### config.mk
export PLATFORM = sky130hd
export DESIGN_NAME = parity_frame_serializer
export DESIGN_NICKNAME = d
export VERILOG_FILES = /design/src/rtl/parity_frame_serializer_pkg.sv /design/src/rtl/parity_frame_serializer_even_parity.sv /design/src/rtl/parity_frame_serializer.sv
export SDC_FILE = /design/constraint.sdc
export NUM_CORES = 1
export LEC_CHECK = 0
export ABC_AREA = 1
export CAP_MARGIN = 20
export CELL_PAD_IN_SITES_DETAIL_PLACEMENT = 1
export CELL_PAD_IN_SITES_GLOBAL_PLACEMENT = 2
export CORE_MARGIN = 3
export CORE_UTILIZATION = 31
export CTS_CLUSTER_DIAMETER = 50
export DETAILED_ROUTE_END_ITERATION = 8
export HOLD_SLACK_MARGIN = 0.12
export MAX_ROUTING_LAYER = met4
export PLACE_DENSITY = 0.82
export SETUP_SLACK_MARGIN = 0.2
export SLEW_MARGIN = 10
export SYNTH_ARGS = -nofsm -noshare
export SYNTH_HDL_FRONTEND = slang
export SYNTH_SLANG_ARGS = --single-unit
### constraint.sdc
create_clock -name clk -period 1.84 [get_ports clk]
set_clock_uncertainty 0.2 [all_clocks]
set_input_delay 0.276 -clock clk [delete_from_list [all_inputs] [get_ports clk]]
set_output_delay 0.276 -clock clk [all_outputs]
set_load 0.01 [all_outputs]
### src/rtl/parity_frame_serializer_pkg.sv
// Shared encodings for the parity frame serializer: FSM states, line levels,
// and a width helper for counters that must be at least one bit wide.
package parity_frame_serializer_pkg;

  typedef enum logic [2:0] {
    ST_IDLE   = 3'd0,
    ST_START  = 3'd1,
    ST_DATA   = 3'd2,
    ST_PARITY = 3'd3,
    ST_STOP   = 3'd4
  } state_t;

  localparam logic LINE_IDLE  = 1'b1;
  localparam logic LINE_STOP  = 1'b1;
  localparam logic LINE_START = 1'b0;

  // $clog2 of 1 is 0, which would give a zero-width counter.
  function automatic int clog2_min1(input int n);
    return (n > 1) ? $clog2(n) : 1;
  endfunction

endpackage

### src/rtl/parity_frame_serializer_even_parity.sv
// Even parity generator: output is 1 when the word holds an odd number of ones,
// so that word plus parity bit always carries an even count.
module even_parity_generator #(
  parameter int width = 8
) (
  input  logic [width-1:0] data,
  output logic             parity
);

  assign parity = ^data;

endmodule

### src/rtl/parity_frame_serializer.sv
// Serial frame transmitter: start bit, data LSB first, optional parity, stop bit,
// each held for divisor clocks, fed one word at a time over valid/ready.
//
// state     | meaning
// ----------+----------------------------------------------
// ST_IDLE   | line high, ready for a word
// ST_START  | line low for one bit time
// ST_DATA   | shift register bit 0 on the line, width bits
// ST_PARITY | latched parity bit on the line
// ST_STOP   | line high for one bit time, then back to idle
module parity_frame_serializer
  import parity_frame_serializer_pkg::*;
#(
  parameter int width   = 8,
  parameter int divisor = 16,
  parameter bit odd     = 1'b0
) (
  input  logic             clk,
  input  logic             rst_x,
  input  logic [width-1:0] i_data,
  input  logic             i_valid,
  output logic             o_ready,
  input  logic             i_parity_en,
  output logic             o_tx,
  output logic             o_busy
);

  localparam int CNT_W = clog2_min1(divisor);
  localparam int IDX_W = clog2_min1(width);
  localparam logic [CNT_W-1:0] CNT_LAST = CNT_W'(divisor - 1);
  localparam logic [IDX_W-1:0] IDX_LAST = IDX_W'(width - 1);

  state_t             state_q, state_d;
  logic [CNT_W-1:0]   cnt_q, cnt_d;
  logic [IDX_W-1:0]   idx_q, idx_d;
  logic [width-1:0]   shift_q, shift_d;
  logic [width-1:0]   data_q, data_d;
  logic               par_en_q, par_en_d;
  logic               tx_q, tx_d;
  logic               bit_last;
  logic               parity_even;
  logic               parity_bit;

  // Parity comes from an unshifted copy so it is stable for the parity slot.
  even_parity_generator #(
    .width (width)
  ) u_parity (
    .data   (data_q),
    .parity (parity_even)
  );

  assign parity_bit = parity_even ^ odd;
  assign bit_last   = (cnt_q == CNT_LAST);

  always_ff @(posedge clk) begin
    if (!rst_x) begin
      state_q  <= ST_IDLE;
      cnt_q    <= '0;
      idx_q    <= '0;
      shift_q  <= '0;
      data_q   <= '0;
      par_en_q <= 1'b0;
      tx_q     <= LINE_IDLE;
    end else begin
      state_q  <= state_d;
      cnt_q    <= cnt_d;
      idx_q    <= idx_d;
      shift_q  <= shift_d;
      data_q   <= data_d;
      par_en_q <= par_en_d;
      tx_q     <= tx_d;
    end
  end

  always_comb begin
    state_d  = state_q;
    cnt_d    = '0;
    idx_d    = idx_q;
    shift_d  = shift_q;
    data_d   = data_q;
    par_en_d = par_en_q;

    if (state_q != ST_IDLE && !bit_last) begin
      cnt_d = cnt_q + CNT_W'(1);
    end

    case (state_q)
      ST_IDLE: begin
        if (i_valid) begin
          state_d  = ST_START;
          shift_d  = i_data;
          data_d   = i_data;
          par_en_d = i_parity_en;
          idx_d    = '0;
        end
      end
      ST_START: begin
        if (bit_last) state_d = ST_DATA;
      end
      ST_DATA: begin
        if (bit_last) begin
          shift_d = shift_q >> 1;
          if (idx_q == IDX_LAST) begin
            idx_d   = '0;
            state_d = par_en_q ? ST_PARITY : ST_STOP;
          end else begin
            idx_d = idx_q + IDX_W'(1);
          end
        end
      end
      ST_PARITY: begin
        if (bit_last) state_d = ST_STOP;
      end
      ST_STOP: begin
        if (bit_last) state_d = ST_IDLE;
      end
      default: state_d = ST_IDLE;
    endcase
  end

  // Line level is registered from the next state so o_tx never glitches.
  always_comb begin
    tx_d = LINE_IDLE;
    case (state_d)
      ST_START:  tx_d = LINE_START;
      ST_DATA:   tx_d = shift_d[0];
      ST_PARITY: tx_d = parity_bit;
      ST_STOP:   tx_d = LINE_STOP;
      default:   tx_d = LINE_IDLE;
    endcase
  end

  assign o_ready = (state_q == ST_IDLE);
  assign o_busy  = ~o_ready;
  assign o_tx    = tx_q;

endmodule

---- Word-level counts from Yosys, hierarchy flattened ----
Cells that the tools add are included.
W data, S select, Z words.
operators by class
  add/sub/neg operators ................... 2
  multipliers ............................. 0
  div/mod/pow operators ................... 0
  $lt $le $gt $ge ......................... 0
  eq/ne operators ......................... 11
  shift operators ......................... 0
  multiplexer cells ....................... 16
  bitwise logic cells ..................... 1
  reduce and logical (&&, ||, !) cells .... 9
operators by type and width
  cell                   count
  $mux W3                10
  $mux W8                2
  $pmux W8 S2            1
  $pmux W3 S5            1
  $eq A3 B2 Y1 const B   4
  $reduce_xor A8 Y1      1
  $eq A3 B1 Y1 const B   2
  $eq A3 B3 Y1 const B   2
  $pmux W3 S2            1
  $add A4 B1 Y4 const B  1
  $eq A4 B4 Y1 const B   1
  $ne A2 B2 Y1 const B   2
  $reduce_and A2 Y1      2
  $add A3 B1 Y3 const B  1
  $logic_not A3 Y1       1
  $pmux W1 S3            1
  $reduce_and A3 Y1      1
  $reduce_bool A3 Y1     1
  $reduce_bool A2 Y1     1
  $logic_and A1 B1 Y1    1
  $logic_not A1 Y1       1
  $not A1 Y1             1
word-level totals
  flip-flop bits (word level) ............. 28
  bits in latches ......................... 0
  bits in writable memories ............... 0
  memory bits (read-only) ................. 0
  bits of input ports ..................... 12
  output and inout port bits .............. 3
  logic and storage cells ................. 47
  memories kept ........................... 0

---- Longest topological paths before layout ----
Gate-level depths: netlist of the first run.
  word-level depth ........................ 6
  mapped depth ............................ 10
  mapped depth without buffers ............ 10

---- By module ----
Synthesis of the first run repeated with hierarchy kept, for this count alone.
unflattened totals
  cell total of the unflattened synthesis .. 219
  area, all modules ....................... 1,415.1 sq um
by module, submodules not included
  module                   times used  cells each  area an instance (sq um)  seq. area each (sq um)
  parity_frame_serializer  1           172         1,238.7                   560.5
  even_parity_generator    1           47          176.4                     0.0

---- Worst setup path after synthesis of the first run ----
No wires, ideal clock.
  path type ............................... register -> register
  start point ............................. reg idx_q[0]
  end point ............................... reg tx_q, in the netlist o_tx
  library setup time ...................... 0.120 ns
  data arrival time ....................... 1.220 ns
  data required time ...................... 1.520 ns
  setup slack ............................. 0.300 ns
  cell stages (with the launch flop) ...... 11
  path buffers ............................ 0
  period minus slack after synthesis ...... 1.540 ns
  cell sequence ........................... dfxtp_1 ha_1 ha_1 inv_1 nor2_1 o21ai_0 nand2_1 nand2_2 inv_2 nand2_1 nand3_1
on the way
  cells in the longest elaborated chain, start to end .. 6
  elaborated cells on any way between the ends .. 8
  those cells by class .................... eq/ne (4); mux (4)
ends and longest elaborated chain
  element                                       RTL line                        source
  start: declaration                            parity_frame_serializer.sv:35   logic [IDX_W-1:0] idx_q, idx_d;
  start signal: assignment                      parity_frame_serializer.sv:67   idx_q <= idx_d;
  $eq A3 B3 Y1 *                                parity_frame_serializer.sv:103  if (idx_q == IDX_LAST) begin
  $mux W3 *                                     parity_frame_serializer.sv:103
  $mux W3 *                                     parity_frame_serializer.sv:101  if (bit_last) begin
  $pmux W3 S5 *                                 parity_frame_serializer.sv:87   case (state_q)
  $eq A3 B2 Y1 or $eq A3 B1 Y1 (tied branches)  parity_frame_serializer.sv:124  case (state_d)
  $pmux W1 S3 *                                 parity_frame_serializer.sv:124
  end signal: assignment                        parity_frame_serializer.sv:71   tx_q <= tx_d;
  end: declaration                              parity_frame_serializer.sv:39   logic tx_q, tx_d;
Every way passes the cells marked *; elsewhere a longest branch is shown, timed or not.
A chain may end at the register's enable or synchronous reset.

---- Final worst setup path of the first run ----
Ends and elaborated chain as after synthesis.

==> results_dict.tcl, run 1 <==
set metrics [dict create \
    outcome "completed" \
    critPathLaunchType "flop" \
    place.detailed.instances 285 \
    die_height_um 75.1 \
    post_drt_wl_per_cell_um 13.0 \
    cp-end-kind "flop" \
    combPwrFrac 0.212 \
    maxSlewViolCount 0 \
    timing.critical_path.slowest_stage_cell "sky130_fd_sc_hd__dfxtp_2" \
    globalRouteOverflowTotal 0 \
    startpoint "idx_q[0]" \
    initial_utilization 0.331 \
    die_area_sq_um 5640 \
    yosys.cell_types.count 29 \
    drt_first_pass_iters 4 \
    cts-buffers-inserted 3 \
    placeableCoreArea_sq_um 4470 \
    pin_count 15 \
    shortest_period_the_worst_path_allows_ns 1.61 \
    power_per_cell_area_nw_per_um2 681 \
    switching_share 0.287 \
    layout.nets 261 \
    dp_hpwl_um 2920 \
    grt_antenna_before_repair 0 \
    overall_die_width_um 75.1 \
    instances_no_fill 296 \
    power.clock.fraction 0.264 \
    r2r_setup_slack_ns 0.23 \
    fin_setup_tns_ns 0 \
    n_antenna_cell 0 \
    required_worst_endpoint_ns 1.81 \
    row_count 24 \
    mostFrequentLayoutCell "sky130_fd_sc_hd__nand2_1" \
    areaGrowthSynthToFinish_pct 27.0 \
    syn_nets 231 \
    synth_warnings 0 \
    max-vdd-ir-drop_mv 0.245 \
    max_slew.worst_pin.slew_ns 0.406 \
    remaining_drc_errors 0 \
    placement.cell_area_sq_um 1730 \
    seq_area_frac_synth 0.379 \
    endpoint "o_tx" \
    max_slew_margin 0.729 \
    wirelength_um 3850 \
    mostFrequentLayoutCells "sky130_fd_sc_hd__nand2_1 (62), sky130_fd_sc_hd__a21oi_1 (24), sky130_fd_sc_hd__nor2_1 (23), sky130_fd_sc_hd__dfxtp_1 (21), sky130_fd_sc_hd__inv_1 (20)" \
    leakage_nw 0.821 \
    fin_total_pwr_w 0.00128 \
    final_layout_size_suffix_gt1_frac 0.238 \
    vias 1406 \
    tritoncts "built" \
    final_min_period_over_clock_period 0.875 \
    timing.rr.start "idx_q[0]" \
    timing.setup.critical_path_class "flop to flop" \
    worst_setup_hold_path_clk_slew_ns 0.10 \
    worst-path-buf-inv 1 \
    number_of_global_route_vias_before_repair 1329 \
    critical-path-max-stage-delay_ns 0.34 \
    worstPathCellList "ha_1, ha_2, inv_2, nor2_2, o211ai_1, nand2_1, nor2_1, nand3_1" \
    path_delay_family "adder cells" \
    via_per_inst 4.75 \
    synthesized_netlist_cell_count 216 \
    grtUsageTotal 0.147 \
    detailedRoute.firstIterationViolations 31 \
    worst_hold_path_type "flop to flop" \
    r2r_path_end "o_tx" \
    finalWeightedCongestion 0.834 \
    timing.final.hold_violations 0 \
    cts.root.buffer_cell "sky130_fd_sc_hd__clkbuf_8" \
    cell_int_power_w 0.000914 \
    max_freq_mhz 621 \
    worst-path-stages 8 \
    drv.max_cap_violation_count 0 \
    timing.critical_path.arrival_ns 1.58 \
    timing.final.setup_violations 0 \
    grt_first_pass_wirelength_um 6200 \
    clock_latency_ns 0.27 \
    maximum_number_of_pins_on_one_net_before_global_route_repair 15 \
    seqPwrFrac 0.524 \
    antenna_violating_nets_post_route 0 \
    cts-root-to-sink-buffers 2 \
    cts_max_level 1 \
    net-switching-power_w 0.000367 \
    synth.ff_latch_count 28 \
    clkSinkCount 28 \
    syn-cell-area_sq_um 1480 \
    hold_fix_buffer_count_after_cts 0 \
    placement.io_buffers 14 \
    worstRegToRegCells 8 \
    stdcell_area_sq_um 1880 \
    highest_fanout_seen_on_the_critical_path 3 \
    grt_setup_unrepaired "yes" \
    synth.avg_cell_area_sq_um 6.85 \
]
==> kinds of logic (layout without fill, tap and decap cells) <==
logic type,count (synthesis),after routing,share of synthesized area
buffers and inverters,34,62,0.110
xor gates and xnor gates,6,6,0.0355
DFF,28,28,0.379
and+or+nand+nor,112,112,0.324
AOI/OAI and AO/OA,33,33,0.127
adders and majority gates,3,3,0.0254
==> per-stage QoR <==
stage,hold WS [ns],setup WS (ns),util
final,0.253,0.231,0.420
after detailed placement,0.253,0.0917,0.386
after global routing,0.283,0.146,0.420
after floorplan,0.184,0.300,-
after CTS,0.270,0.156,0.403
after global placement,0.235,0.145,0.386
==> final cells by class <==
type | instances | area (sq um)
fill | 584 | 2590
inverter | 28 | 125
sequential | 28 | 572
timing repair buffer | 30 | 270
clock buffer | 3 | 41.3
tap | 52 | 65.1
multi-input combinational | 154 | 802
timing repair inverter | 1 | 5.00
==> sequential cells by signal (all words and copies together) (netlist names) <==
name / flops
o_tx: 1
state_q: 3
shift_q: 8
par_en_q: 1
data_q: 8
idx_q: 3
cnt_q: 4
==> power groups by stage <==
stage	clock network, W	registers, W	logic, W
after floorplan	0	0.000674	0.000170
after detailed placement	0	0.000685	0.000252
after global placement	0	0.000684	0.000249
final	0.000338	0.000671	0.000272
after global routing	0.000371	0.000677	0.000307
after CTS	0.000346	0.000671	0.000255
==> cell usage after synthesis, drive strengths merged <==
library cell,count,area (sq um)
a31oi,1,6.26
xor2,3,26.3
ha,3,37.5
clkbuf,3,12.5
nor3b,1,7.51
nand3,11,55.1
xnor2,3,26.3
nor2,29,129
nand4,2,12.5
inv,27,106
o211ai,1,7.51
o21ai,4,27.5
nand2,68,270
clkinv,1,16.3
buf,2,18.8
a21oi,27,146
dlygate4sd1,1,8.76
nor3,1,5.00
dfxtp,28,561
==> layer usage <==
metal	wire length, um	GRT usage	share of wire	up-vias
met5	0	-	0	-
met4	28	0.0296	0.0073	0
met3	83	0.0160	0.022	4
met2	1770	0.230	0.46	14
met1	1970	0.205	0.51	655
li1	-	-	-	733
==> how the worst min path moves through the flow <==
stage / startpoint / cells after the start / end
floorplan: rst_x / 2 / idx_q[2]
global placement: cnt_q[0] / 1 / cnt_q[0]
detailed placement: cnt_q[0] / 1 / cnt_q[0]
CTS: shift_q[1] / 2 / shift_q[1]
global route: cnt_q[0] / 1 / cnt_q[0]
finish: cnt_q[0] / 1 / cnt_q[0]
==> repair_timing <==
action	in CTS	in global routing
endpoints found under the setup margin	14	16
cloned	0	1
gates resized for setup	14	16
pin swaps	1	9
buffers inserted	2	5
Note: power is estimated with default switching activity, not from simulation.
==> run 2, diff against run 1 <==
--- a/config.mk
+++ b/config.mk
@@ -7,3 +7,3 @@
 export LEC_CHECK = 0
-export ABC_AREA = 1
+export ABC_AREA = 0
 export CAP_MARGIN = 20
@@ -11,4 +11,4 @@
 export CELL_PAD_IN_SITES_GLOBAL_PLACEMENT = 2
-export CORE_MARGIN = 3
-export CORE_UTILIZATION = 31
+export CORE_MARGIN = 10
+export CORE_UTILIZATION = 32
 export CTS_CLUSTER_DIAMETER = 50
@@ -17,3 +17,3 @@
 export MAX_ROUTING_LAYER = met4
-export PLACE_DENSITY = 0.82
+export PLACE_DENSITY = 0.81
 export SETUP_SLACK_MARGIN = 0.2
==> constraint.sdc (replaced) <==
create_clock -name clk -period 1.84 [get_ports clk]
set_clock_uncertainty 0.2 [all_clocks]
set_input_delay 0.368 -clock clk [delete_from_list [all_inputs] [get_ports clk]]
set_output_delay 0.368 -clock clk [all_outputs]
set_load 0.01 [all_outputs]
==> results_dict.tcl, run 2 <==
set metrics [dict create \
    outcome "completed" \
    cell_int_power_w 0.00105 \
    r2r_path_end "idx_q[1]" \
    critical-path-max-stage-delay_ns 0.41 \
    grt_setup_unrepaired "yes" \
    power.clock.fraction 0.353 \
    maximum_number_of_pins_on_one_net_before_global_route_repair 23 \
    highest_fanout_seen_on_the_critical_path 3 \
    cts_max_level 1 \
    initial_utilization 0.332 \
    cts.root.buffer_cell "sky130_fd_sc_hd__clkbuf_8" \
    synthesized_netlist_cell_count 145 \
    mostFrequentLayoutCell "sky130_fd_sc_hd__nand2_1" \
    placement.io_buffers 14 \
    netlist_top_cells_count "sky130_fd_sc_hd__nand2_1 (36), sky130_fd_sc_hd__dfxtp_1 (28), sky130_fd_sc_hd__a21oi_1 (17), sky130_fd_sc_hd__nor2_1 (12)" \
    fin_total_pwr_w 0.00136 \
    overall_die_width_um 81.6 \
    cp-end-kind "output pin" \
    grtUsageTotal 0.107 \
    max_slew_margin 0.810 \
    worstPathCellList "or3_4, inv_4, buf_6" \
    tritoncts "built" \
    clock_latency_ns 0.27 \
    final_layout_size_suffix_gt1_frac 0.330 \
    maxSlewViolCount 0 \
    synth.top_cells.by_area "sky130_fd_sc_hd__dfxtp_1 (46%), sky130_fd_sc_hd__nand2_1 (11%), sky130_fd_sc_hd__a21oi_1 (7.0%)" \
    finalWeightedCongestion 0.753 \
    netlist.top_cell.by_area "sky130_fd_sc_hd__dfxtp_1" \
    wirelength_um 3230 \
    seq_area_frac_synth 0.462 \
    fillerInstances 435 \
    grt_first_pass_wirelength_um 5490 \
    timing.rr.start "state_q[0]" \
    timing.hold.worst.start "data_q[3]" \
    min_to "data_q[3]" \
    synth.ff_latch_count 28 \
    layout.nets 195 \
    cts-root-to-sink-buffers 2 \
    max_freq_mhz 574 \
    timing.setup.critical_path_class "flop to output pin" \
    synth-main-ff-cell "sky130_fd_sc_hd__dfxtp_1" \
    r2r_setup_slack_ns 0.15 \
    row_count 22 \
    clkSinkCount 28 \
    detailedRoute.firstIterationViolations 23 \
    pin_count 15 \
    power_per_cell_area_nw_per_um2 763 \
    timing.final.setup_violations 0 \
    yosys.cell_types.count 31 \
    leakage_nw 0.655 \
    timing.critical_path.slowest_stage_cell "sky130_fd_sc_hd__or3_4" \
    min_delay_path_depth 2 \
    startpoint "state_q[0]" \
    die_area_sq_um 6660 \
    synth.avg_cell_area_sq_um 8.37 \
    worstRegToRegCells 7 \
    switching_share 0.229 \
    drv.max_cap_violation_count 0 \
    number_of_global_route_vias_before_repair 1182 \
    timing.critical_path.arrival_ns 1.17 \
    critPathLaunchType "flop" \
    hold_fix_buffer_count_after_cts 0 \
    stdcell_area_sq_um 1780 \
    vias 1100 \
    synth_edf_count 0 \
    fraction_of_synthesized_cell_area_taken_by_the_top_area_cell_type 0.462 \
    yosys.cell_count.top_type "sky130_fd_sc_hd__nand2_1" \
    n_antenna_cell 0 \
    async_flop_share 0 \
    net-switching-power_w 0.000311 \
    seqPwrFrac 0.482 \
    worst_hold_path_type "flop to flop" \
    grt_antenna_before_repair 0 \
    via_per_inst 4.85 \
    remaining_drc_errors 0 \
    worst_setup_hold_path_clk_slew_ns 0.10 \
    syn-cell-area_sq_um 1210 \
    syn_nets 160 \
    placeableCoreArea_sq_um 3660 \
    dp_hpwl_um 2290 \
    combPwrFrac 0.165 \
    max-vdd-ir-drop_mv 0.297 \
    globalRouteOverflowTotal 0 \
    shortest_period_the_worst_path_allows_ns 1.74 \
    post_drt_wl_per_cell_um 14.2 \
    timing.final.hold_violations 0 \
    antenna_violating_nets_post_route 0 \
    top_regs "data_q: 8 flops, shift_q: 8 flops, cnt_q: 4 flops" \
    required_worst_endpoint_ns 1.27 \
    cts-buffers-inserted 3 \
    max_slew.worst_pin.slew_ns 0.283 \
    areaGrowthSynthToFinish_pct 46.6 \
    placement.cell_area_sq_um 1510 \
    mostFrequentLayoutCells "sky130_fd_sc_hd__nand2_1 (33), sky130_fd_sc_hd__dfxtp_1 (21), sky130_fd_sc_hd__buf_4 (14), sky130_fd_sc_hd__a21oi_1 (11)" \
    final_min_period_over_clock_period 0.947 \
    drt_first_pass_iters 4 \
    synth_warnings 0 \
    die_height_um 81.6 \
    holdWs_ns 0.273 \
]
[run 2: changes by cell type after synthesis, sizes merged, moves of 4 or more]
cell   previous run  this run
inv              27         4
nor2             29        12
o21ai             4         0
nand3            11         5
xnor2             3         8
nand2            68        37
a21oi            27        18
a31oi             1         8
[run 2: cells by family after synthesis]
kind of cell | share of synthesized area
buffers and inverters | 0.0423
AO/OA/AOI/OAI | 0.132
flip-flops | 0.462
adder cells (fa/ha/maj) | 0.0309
XOR/XNOR | 0.0650
AND/OR/NAND/NOR | 0.268
[run 2: metrics by stage]
stage / setup slack [ns] / cells / utilization / TNS (ns)
finish: 0.0972 / 227 / 0.486 / 0
global route: 0.0376 / 227 / 0.486 / 0
CTS: 0.0836 / 225 / 0.465 / 0
detailed placement: -0.162 / 216 / 0.411 / -1.54
global placement: -0.0938 / 216 / 0.411 / -0.669
floorplan: 0.200 / 145 / - / 0
[run 2: worst max-delay path: cells and delay by family (launching register included)]
family	cells	cell delay, ns
buffers and inverters	2	0.16
AND/OR/NAND/NOR	1	0.41
flip-flops	1	0.33
[run 2: metal layers]
layer / share of wire / GRT usage
met1: 0.46 / 0.125
met2: 0.51 / 0.182
met3: 0.029 / 0.0197
met4: 0.0047 / 0.0306
met5: 0 / -
[run 2: worst max path at each step]
| stage | slack (ns) | endpoint |
|---|---|---|
| 4_1_cts | 0.08 | o_ready |
| 5_1_grt | 0.04 | o_tx |
| 2_1_floorplan | 0.20 | o_tx |
| 3_5_place_dp | -0.16 | idx_q[2] |
| 3_3_place_gp | -0.09 | idx_q[2] |
| 6_report | 0.1 | o_ready |
[run 2: power groups by stage]
| stage | clock (W) | sequential (W) | combinational [W] |
|---|---|---|---|
| floorplan | 0 | 0.000663 | 0.000112 |
| global placement | 0 | 0.000664 | 0.000186 |
| detailed placement | 0 | 0.000666 | 0.000190 |
| CTS | 0.000495 | 0.000654 | 0.000205 |
| global route | 0.000533 | 0.000658 | 0.000248 |
| finish | 0.000479 | 0.000654 | 0.000224 |
[run 2: cell type report]
cell class,instances,area (sq um),share of cell area
sequential,28,569,0.320
timing repair buffer,36,347,0.195
multi-input combinational,107,714,0.402
inverter,4,17.5,0.00985
clock inverter,1,30.0,0.0169
tap,48,60.1,0.0338
clock buffer,3,41.3,0.0232
[run 2: repair_timing]
item	in CTS	in global routing
gates resized for setup	33	16
setup buffers	5	2
endpoints found under the setup margin	15	20
pin swaps	10	11
endpoints found under the hold margin	0	0
==> edit: new RTL, config.mk and constraints of run 2 <==
`shift_q` no longer has a reset.
--- a/src/rtl/parity_frame_serializer.sv
+++ b/src/rtl/parity_frame_serializer.sv
@@ -58,5 +58,4 @@
       cnt_q    <= '0;
       idx_q    <= '0;
-      shift_q  <= '0;
       data_q   <= '0;
       par_en_q <= 1'b0;
@@ -66,9 +65,12 @@
       cnt_q    <= cnt_d;
       idx_q    <= idx_d;
-      shift_q  <= shift_d;
       data_q   <= data_d;
       par_en_q <= par_en_d;
       tx_q     <= tx_d;
     end
+  end
+
+  always_ff @(posedge clk) begin
+    shift_q <= shift_d;
   end
 
Formal check against the unedited RTL: no difference found for any inputs over 10 cycles, from zero or initial values and one cycle with rst_x low; that may be too few to reach the edited logic, so the function may still have changed.
==> edit against run 2 <==
Setup slack got worse by 0.18 ns. Area after synthesis decreased by 0.93%. Core utilization increased by 5.1 points. The run now ends with negative setup slack left. Power decreased by 0.16%. Sequential cell count unchanged. Largest cell class unchanged. Routed wire length increased by 17%. Critical path depth increased by 5. Design area increased by 10%.
==> edit: results <==
metrics = {
    "yosys": {
        "yosysMostFrequentCell": "nand2_1",
        "synth_edf_count": 7,
        "syn_avg_cell_area_sq_um": 9.25,
        "synth_area_leaders": "dfxtp_1 35%, edfxtp_1 17%, nand2_1 10%",
        "synth_cell_types": 32,
        "syn-num-nets": 145,
        "yosysWarningCount": 0,
        "ys_seq_area_share_pct": 52.4,
        "synth_commonest_cells": "32 x nand2_1, 21 x dfxtp_1, 13 x a21oi_1",
        "synth_top_flop_cell": "dfxtp_1",
    },
    "global_route": {
        "grt_pass1_vias": 1141,
        "grt.overflow.total": 0,
        "antenna_found_initial": 0,
        "grt_pass1_wl_microns": 5720,
        "grt_max_degree": 17,
        "grtUsageTotal_pct": 11.5,
    },
    "layout": {
        "drive_gt1_share_pct": 37.9,
        "final_nets": 193,
        "antenna_cells": 0,
        "final_cells": 225,
        "fillerInstances": 401,
    },
    "clock_network": {
        "clk_latency_ns": 0.27,
        "root_buffer": "clkbuf_8",
        "cts_resized": 26,
        "cts_buffers": 3,
        "cts_setup_buffers": 0,
        "htreeDepth": 1,
        "clk_pin_slew_ns": 0.10,
        "cts_buffer_depth": 2,
    },
    "sta": {
        "slew_headroom_pct": 75.0,
        "fin_setup_tns_ns": -0.118,
        "worst_slack_ns": -0.0793,
        "finalSetupViolCount": 3,
    },
    "pwr": {
        "p_leak_nw": 0.767,
        "vdd_drop_max_uv": 371,
    },
    "placement": {
        "numPlacedInstances": 206,
        "placed_cell_area_sq_um": 1600,
        "place.gp.congestion": 0.773,
        "dpl.hpwl_microns": 2520,
        "portBuffers": 14,
    },
    "setup_path": {
        "r2r_cells": 8,
        "critPathArrivalTime_ns": 1.92,
        "slowest_stage": "or3b_4",
        "worst_path_largest_cell_delay_ns": 0.40,
        "critical-path-top-delay-family": "simple AND/OR/NAND/NOR gates",
        "critical_path_peak_fanout": 3,
    },
    "detailed_routing": {
        "dr.first_iter.drc_count": 31,
        "avgViaCountPerCell": 4.85,
        "first_pass_iters": 4,
        "wl_microns": 3790,
    },
    "worst_hold_path": {
        "whs_path_depth": 1,
        "hold_class": "register to register",
    },
    "run_status": {
        "violations": "negative setup slack",
        "status": "finished with violations",
    },
}
## edit: cell families after synthesis
logic type / Yosys count / synth area share, %
XOR/XNOR: 9 / 6.56
flip-flops: 28 / 52.4
buffers and inverters: 7 / 2.29
multiplexers: 1 / 0.832
AND/OR/NAND/NOR: 61 / 23.8
adder cells (fa/ha/maj): 3 / 3.12
AO/OA/AOI/OAI: 21 / 10.9
## edit: metal layers
layer,routed length [microns],vias to the layer above,GRT usage (%)
met2,2080,13,20.9
met4,70,0,2.60
li1,-,539,-
met3,86,6,2.65
met5,0,-,-
met1,1550,534,12.4
## edit: power breakdown
part | leakage (nW) | internal (mW) | switching, mW
Clock | 0.0357 | 0.291 | 0.191
Combinational | 0.485 | 0.103 | 0.0936
Sequential | 0.246 | 0.658 | 0.0176
Total | 0.767 | 1.05 | 0.303
## edit: layout make-up
type,instances,area (sq um),area share (%)
multi-input combinational,95,714,36.4
sequential,28,647,32.9
timing repair buffer,45,450,22.9
tap,48,60.1,3.06
clock buffer,3,41.3,2.10
clock inverter,1,30.0,1.53
inverter,5,21.3,1.08
## edit: path summary, 6_finish.rpt
kind | slack, ns | start | end
worst min-delay path | 0.25 | cnt_q[0] | cnt_q[0]
worst min register to register | 0.25 | cnt_q[0] | cnt_q[0]
worst max register to register | -0.08 | state_q[0] | o_tx
worst max-delay path | -0.08 | state_q[0] | o_tx
## edit: through the flow
| stage | worst slack, ns | utilization, % | power, mW |
|---|---|---|---|
| after global routing | -0.175 | 53.7 | 1.42 |
| after floorplan | 0.193 | - | 0.771 |
| after global placement | -0.210 | 43.8 | 0.853 |
| after CTS | -0.0107 | 47.8 | 1.35 |
| after detailed placement | -0.253 | 43.8 | 0.864 |
| final | -0.0793 | 53.7 | 1.35 |
